File: src/rtl/cprv_regfile_mp.sv
// Multi-port integer register file with busy scoreboard and post-reset clear.
// Ports: rs_* reads, wr_* writes, rsv_* reserve, init_done/wr_unrsv status.
module cprv_regfile_mp #(
  parameter int DATA_WIDTH    = 64,
  parameter int REGADDR_WIDTH = 5,
  parameter int NUM_RD        = 2,
  parameter int NUM_WR        = 1,
  parameter int BYPASS        = 1
) (
  input  logic                            clk,
  input  logic                            rst,
  input  logic [NUM_RD*REGADDR_WIDTH-1:0] rs_addr,
  output logic [NUM_RD*DATA_WIDTH-1:0]    rs_data,
  output logic [NUM_RD-1:0]               rs_busy,
  input  logic [NUM_WR-1:0]               wr_en,
  input  logic [NUM_WR*REGADDR_WIDTH-1:0] wr_addr,
  input  logic [NUM_WR*DATA_WIDTH-1:0]    wr_data,
  input  logic                            rsv_en,
  input  logic [REGADDR_WIDTH-1:0]        rsv_addr,
  output logic                            init_done,
  output logic                            wr_unrsv
);

  localparam int AW   = REGADDR_WIDTH;
  localparam int DW   = DATA_WIDTH;
  localparam int NREG = 2 ** AW;

  typedef enum logic {
    ST_INIT,
    ST_RUN
  } state_e;

  state_e            state_q, state_d;
  logic [AW-1:0]     ptr_q, ptr_d;
  logic [NREG-1:0]   busy_q, busy_d;
  logic              unrsv_q, unrsv_d;
  logic [DW-1:0]     mem_q [NREG];

  logic [AW-1:0]     wa [NUM_WR];
  logic [DW-1:0]     wd [NUM_WR];
  logic [AW-1:0]     ra [NUM_RD];

  for (genvar j = 0; j < NUM_WR; j++) begin : g_wr
    assign wa[j] = wr_addr[j*AW +: AW];
    assign wd[j] = wr_data[j*DW +: DW];
  end

  for (genvar i = 0; i < NUM_RD; i++) begin : g_rd
    assign ra[i] = rs_addr[i*AW +: AW];
  end

  always_comb begin
    state_d = state_q;
    ptr_d   = ptr_q;
    if (state_q == ST_INIT) begin
      ptr_d = ptr_q + 1'b1;
      if (ptr_q == AW'(NREG - 1)) state_d = ST_RUN;
    end
  end

  // Write-clear first, then reserve, so a same-cycle reserve wins.
  always_comb begin
    busy_d  = busy_q;
    unrsv_d = unrsv_q;
    if (state_q == ST_RUN) begin
      for (int j = 0; j < NUM_WR; j++) begin
        if (wr_en[j] && wa[j] != '0) begin
          if (!busy_q[wa[j]]) unrsv_d = 1'b1;
          busy_d[wa[j]] = 1'b0;
        end
      end
      if (rsv_en && rsv_addr != '0) busy_d[rsv_addr] = 1'b1;
    end
  end

  always_ff @(posedge clk or posedge rst) begin
    if (rst) begin
      state_q <= ST_INIT;
      ptr_q   <= '0;
      busy_q  <= '0;
      unrsv_q <= 1'b0;
    end else begin
      state_q <= state_d;
      ptr_q   <= ptr_d;
      busy_q  <= busy_d;
      unrsv_q <= unrsv_d;
    end
  end

  // Reset-free storage; later ports override earlier ones on conflict.
  always_ff @(posedge clk) begin
    if (state_q == ST_INIT) begin
      mem_q[ptr_q] <= '0;
    end else begin
      for (int j = 0; j < NUM_WR; j++) begin
        if (wr_en[j] && wa[j] != '0) mem_q[wa[j]] <= wd[j];
      end
    end
  end

  always_comb begin
    rs_data = '0;
    rs_busy = '0;
    if (state_q == ST_RUN) begin
      for (int i = 0; i < NUM_RD; i++) begin
        if (ra[i] != '0) begin
          rs_data[i*DW +: DW] = mem_q[ra[i]];
          rs_busy[i]          = busy_q[ra[i]];
          if (BYPASS != 0) begin
            for (int j = 0; j < NUM_WR; j++) begin
              if (wr_en[j] && wa[j] == ra[i]) rs_data[i*DW +: DW] = wd[j];
            end
          end
        end
      end
    end
  end

  assign init_done = (state_q == ST_RUN);
  assign wr_unrsv  = unrsv_q;

endmodule
File: config.mk
export PLATFORM = sky130hd
export DESIGN_NAME = cprv_regfile_mp
export DESIGN_NICKNAME = d
export VERILOG_FILES = /design/src/rtl/cprv_regfile_mp.sv
export SDC_FILE = /design/constraint.sdc
export NUM_CORES = 2
export LEC_CHECK = 0
export BUFFER_PORTS_ARGS = -buffer_cell sky130_fd_sc_hd__buf_2
export CAP_MARGIN = 20
export CORE_UTILIZATION = 40
export CTS_CLUSTER_DIAMETER = 150
export DETAILED_ROUTE_END_ITERATION = 7
export HOLD_SLACK_MARGIN = 0.08
export PLACE_DENSITY = 0.53
export SYNTH_ARGS = -nofsm -noshare
export SYNTH_HDL_FRONTEND = slang
export SYNTH_SLANG_ARGS = --single-unit
File: constraint.sdc
create_clock -name clk -period 4.1 [get_ports clk]
set_input_delay 0.205 -clock clk [delete_from_list [all_inputs] [get_ports clk]]
set_output_delay 0.205 -clock clk [all_outputs]
set_load 0.01 [all_outputs]
# Word-level counts from Yosys, hierarchy flattened
# Memory sizes are Yosys's and may differ from the RTL's.
# Cells that the tools add are included.
[totals] ff_bits=39 mem_bits_rw=2048 in_bits=88 out_inout_bits=132 mem_count=1
[memory_table] memory="mem_q" words=32 word_bits=64 read_ports=2 rd_clocked_by_memory_dff=0 wr=1 line_no="37" text="logic [DW-1:0] mem_q [NREG];"
[op_classes] addsub=1 n_lt_le_gt_ge=6 n_eq_ne=3 muxes=30 bitwise=4 n_reduce_logical=12
[ops] cell="two-way mux 64 bit" count=5
[ops] cell="two-way mux 128 bit" count=1
[ops] cell="two-way mux 32 bit" count=3
[ops] cell="OR reduction 64 bit" count=1
[ops] cell="bitwise AND 32 bit" count=1
[ops] cell="NOT 32 bit" count=1
[ops] cell="OR 32 bit" count=1
[ops] cell="< comparator 5 x 6 -> 1 bit, second input constant" count=4
[ops] cell="nonzero test 5 bit" count=4
[ops] cell="binary-select mux 1 bit (select 5 bit)" count=3
[ops] cell="two-way mux 1 bit" count=14
[ops] cell="demux 1 bit (select 5 bit)" count=2
[ops] cell="equality test 5 bit" count=2
[ops] cell="greater-or-equal comparator 5 x 1 -> 1 bit, second input constant" count=2
[ops] cell="logical AND 1 bit" count=6
[ops] cell="adder 5 x 1 -> 5 bit, second input constant" count=1
[ops] cell="equality test 5 bit, second input constant" count=1
[ops] cell="two-way mux 5 bit" count=1
[ops] cell="AND reduction 3 bit" count=1
[ops] cell="two-way mux 2 bit" count=1
[ops] cell="NOT 1 bit" count=1

# Logic depth before layout (Yosys ltp)
[depth] depth_word=10 ltp_mapped=9 depth_no_buf=5

# Worst setup path after synthesis
# Ideal clock, no wire load.
[synth_timing] path_kind="register to register" from="register state_q, in the netlist init_done" to="memory mem_q[20][0] in the netlist's numbering, enable pin" setup_ns=0.487 arrival_time_ns=4.075 slack_ns=-0.462 stages_incl_launch_ff=6 period_less_slack_ns=4.562 path_cell_list="dfrtp_1 > nand2_1 > a21oi_1 > clkbuf_1 > a31oi_1 > nor2_1"
[synth_between] elab_chain_cells=4
[synth_rtl] item="start: declaration" line_no="33" text="state_e state_q, state_d;"
[synth_rtl] item="start signal: assignment" line_no="83" text="state_q <= state_d;"
[synth_rtl] item="two-way mux 1 bit" line_no="92" text="if (state_q == ST_INIT) begin"
[synth_rtl] item="two-way mux 1 bit (not written as such)" line_no="96" text="if (wr_en[j] && wa[j] != '0) mem_q[wa[j]] <= wd[j];"
[synth_rtl] item="OR reduction 64 bit (no source line)"
[synth_rtl] item="two-way mux 5 bit (no source line) / two-way mux 1 bit (equally long branches)"
[synth_rtl] item="end: declaration" line_no="37"
# Several ways; a longest one is shown, not always the timed one.

# Final worst setup path
[layout_timing] from="input wr_addr[0]" to="output rs_data[25]"
[layout_between] elab_chain_cells=5
[layout_rtl] item="start: declaration" line_no="16" text="input logic [NUM_WR*REGADDR_WIDTH-1:0] wr_addr,"
[layout_rtl] item="equality test 5 bit" line_no="111" text="if (wr_en[j] && wa[j] == ra[i]) rs_data[i*DW +: DW] = wd[j];"
[layout_rtl] item="logical AND 1 bit" line_no="111"
[layout_rtl] item="two-way mux 64 bit" line_no="111"
[layout_rtl] item="two-way mux 64 bit" line_no="106" text="if (ra[i] != '0) begin"
[layout_rtl] item="two-way mux 128 bit" line_no="104" text="if (state_q == ST_RUN) begin"
[layout_rtl] item="end: declaration" line_no="13" text="output logic [NUM_RD*DATA_WIDTH-1:0] rs_data,"
# No other way between the ends.

==> summary.txt <==
Timing
  – Final-report hold violation count: 0
  – Final Max Slew Viols: 0
  – Worst Skew: 0.0601 ns
  – Setup TNS: 0 ns
  – Final period util: 0.983
  – Setup violators final: 0
  – Final worst slack: 0.0705 ns
  – Relative slew slack: 0.200
  – RSZ-0062 raised after global routing: false
  – Fmax achieved: 0.248 GHz
  – Worst-margin pin slew: 1.17 ns
  – Tmin final: 4.03 ns
  – Hold Slack: 0.167 ns

Finish
  – Synth-to-Final Area Change: 15.7%
  – Multi-input gate area: 0.0342 mm²
  – Share of cells above drive strength 1: 0.340
  – Register area: 0.0625 mm²
  – Fill cells: 20600
  – Final nets: 5883

Drt
  – Avg WL per Cell: 37.7 µm
  – DRT antenna net count: 0
  – Final WL: 346000 µm
  – Vias per Instance: 6.62
  – DRT iter0 DRCs: 7179
  – DR pass1 iterations: 6
  – Vias: 60800
  – Post-route DRC: 0

Synthesis
  – Most common cell in the netlist: edfxtp_1
  – Mapped Area: 0.0986 mm²
  – Net Count, Synth: 5439
  – Avg Inst Size Synth: 18.4 µm²
  – Cells after Synth: 5349
  – EDFF count, synth: 2048
  – Synth Warn #: 0
  – Primary FF master, synth: edfxtp_1
  – Top cells by area, synth: edfxtp_1 (62%), mux4_2 (18%), mux2i_1 (4.0%)
  – Synth top area share: 0.624
  – Top cells by count, synth: edfxtp_1 (2048), mux4_2 (794), mux2i_1 (391)
  – Asr flop ratio synth: 0.0187
  – Seq/Total Area, Yosys: 0.633
  – Synth cell types: 55
  – Post-synth top area cell: edfxtp_1
  – Seq cells post-synth: 2087

Placed design
  – Routability-driven placement congestion ratio: 0.797
  – Buffers added on ports: 219
  – Setup slack at placement: 0.550 ns
  – DP HPWL: 190000 µm

Critical path
  – Crit. End Element: output port
  – Worst stage delay on the critical path: 0.80 ns
  – CP Launch Type: primary input
  – Crit path kind: in -> out
  – Worst R2R End: mem_q[24][46]$_DFFE_PP_
  – Crit-path most repeated cell: buf_2
  – Crit path max fanout: 17
  – CP cell instances: dlygate4sd3_1 -> buf_2 -> xor2_1 -> nor4_4 -> and3_4 -> a2111oi_0 -> a211oi_1 -> buf_2
  – R2r setup slk: 0.99 ns
  – Worst EP arrival: 3.82 ns
  – Reg2reg path depth: 5
  – Critical Path RT: 3.89 ns
  – Slowest CP cell: a211oi_1
  – FF-to-FF Start: init_done$_DFF_PP0_

Power
  – Leakage power: 40.1 nW
  – Power Density: 420 mW/mm²
  – VDD IR-drop max: 389 µV
  – Final Power: 47.9 mW

Run status
  – Outcome: finished clean

Floorplan
  – Die area: 0.249 mm²
  – Row count: 181
  – Core Area: 0.244 mm²
  – Die Wd: 499 µm
  – Initial Util: 0.404
  – Boundary Pins: 220
  – Height of the die: 499 µm

Min path
  – Hold Path Sink: wr_unrsv$_DFFE_PP0P_
  – HP Class: in -> reg
  – Worst hold path stage count: 5
  – Hold path start: wr_addr[1]

Clock network
  – Root Buffer Master: clkbuf_16
  – TritonCTS Buffers: 226
  – Worst-Skew Late Latency: 0.89 ns
  – TritonCTS clock tree: done
  – Setup bufs post-CTS: 0
  – CTS sink count: 2087
  – Clock-pin slew on the worst setup and hold paths: 0.06 ns
  – Htree depth: 4
  – Buffers from clock root to sink, at most: 3

Global routing
  – Initial antenna violation count: 20
  – First-pass GRT wire length: 482000 µm
  – Number of global-route vias before repair: 61400
  – Largest net degree at the start of global routing: 93
  – GRT overflow: 0
  – GRT Util Overall: 0.276

Job
  – Max-cap violations: 0
-- cell families after synthesis --
family,after synthesis,share of synthesized area
compound gates,985,0.0735
fa+ha+maj,2,0.000254
simple gates,335,0.0167
mux,1444,0.251
xor+xnor,13,0.00115
buf+inv,483,0.0243
flops,2087,0.633
-- what timing repair did --
item | 4_1_cts | 5_1_grt
hold buffers | 79 | 2
hold endpoints to repair | 1672 | 42
setup endpoints to repair | 0 | 2
resized for setup | 0 | 2
-- cell type report --
| class | instances | share of cell area |
|---|---|---|
| Timing Repair Buffer | 692 | 0.0542 |
| Clock inverter | 136 | 0.00949 |
| Tap cell | 3202 | 0.0351 |
| Antenna cell | 9 | 0.000197 |
| Multi-Input combinational cell | 2779 | 0.300 |
| Sequential cell | 2087 | 0.548 |
| Inverter | 7 | 0.000230 |
| Clock buffer | 285 | 0.0531 |
-- flip-flops by register name, indices dropped and copies added (netlist names) --
name / cells
mem_q: 2048
ptr_q: 5
busy_q: 32
wr_unrsv: 1
init_done: 1
-- critical path: cells and delay by family --
| family | cells | cell delay [ns] |
|---|---|---|
| AOI/OAI and AO/OA | 2 | 1.00 |
| buffers and inverters | 3 | 1.26 |
| and+or+nand+nor | 2 | 1.13 |
| xor gates and xnor gates | 1 | 0.19 |
-- worst max-delay path by stage --
stage | end | startpoint | slack [ns] | depth (start not counted)
final | rs_data[25] | wr_addr[0] | 0.07 | 8
after global routing | rs_data[113] | wr_addr[0] | 0.02 | 11
after CTS | rs_data[81] | wr_addr[0] | 0.01 | 11
after detailed placement | rs_data[81] | rs_addr[5] | 0.55 | 10
after global placement | rs_data[33] | rs_addr[0] | 0.38 | 9
after floorplan | mem_q[20][0]$_DFFE_PP_ | init_done$_DFF_PP0_ | -0.46 | 5
-- routing by layer --
layer | GRT usage | up-vias | routed length (µm)
met4 | 0.0984 | 10 | 12600
met1 | 0.381 | 32900 | 140000
met3 | 0.0475 | 626 | 29600
li1 | - | 24100 | -
met2 | 0.441 | 3209 | 164000
met5 | 0 | - | 69
-- through the flow --
step                       util  std cells  cell area [µm²]
after floorplan               -       5349            98700
after CTS                 0.467       9181           114000
after detailed placement  0.434       8681           106000
after global placement    0.434       8678           106000
final                     0.467       9197           114000
after global routing      0.467       9189           114000
-- where the power goes --
part           internal, mW  switching (mW)
Combinational          1.71            2.76
Clock                  11.1            8.72
Sequential             23.5          0.0535
-- placed cells by master (no fill, tap or decap), drive strengths merged, types with 5 or more instances in the layout --
cell type / instances
nor2: 148
mux4: 794
bufinv: 11
o21ai: 220
nand2: 40
a221oi: 228
clkbuf: 288
a2111oi: 101
clkinv: 112
dfrtp: 39
a22o: 100
a21oi: 5
a22oi: 56
mux2i: 391
edfxtp: 2048
o22ai: 128
buf: 606
clkinvlp: 7
inv: 13
diode: 9
and2: 67
a211oi: 102
nor2b: 14
dlygate4sd3: 81
xnor2: 5
and3: 31
a311oi: 28
xor2: 8
a21boi: 6
nand3: 11
mux2: 259
Power figures use the tool's default switching activity.
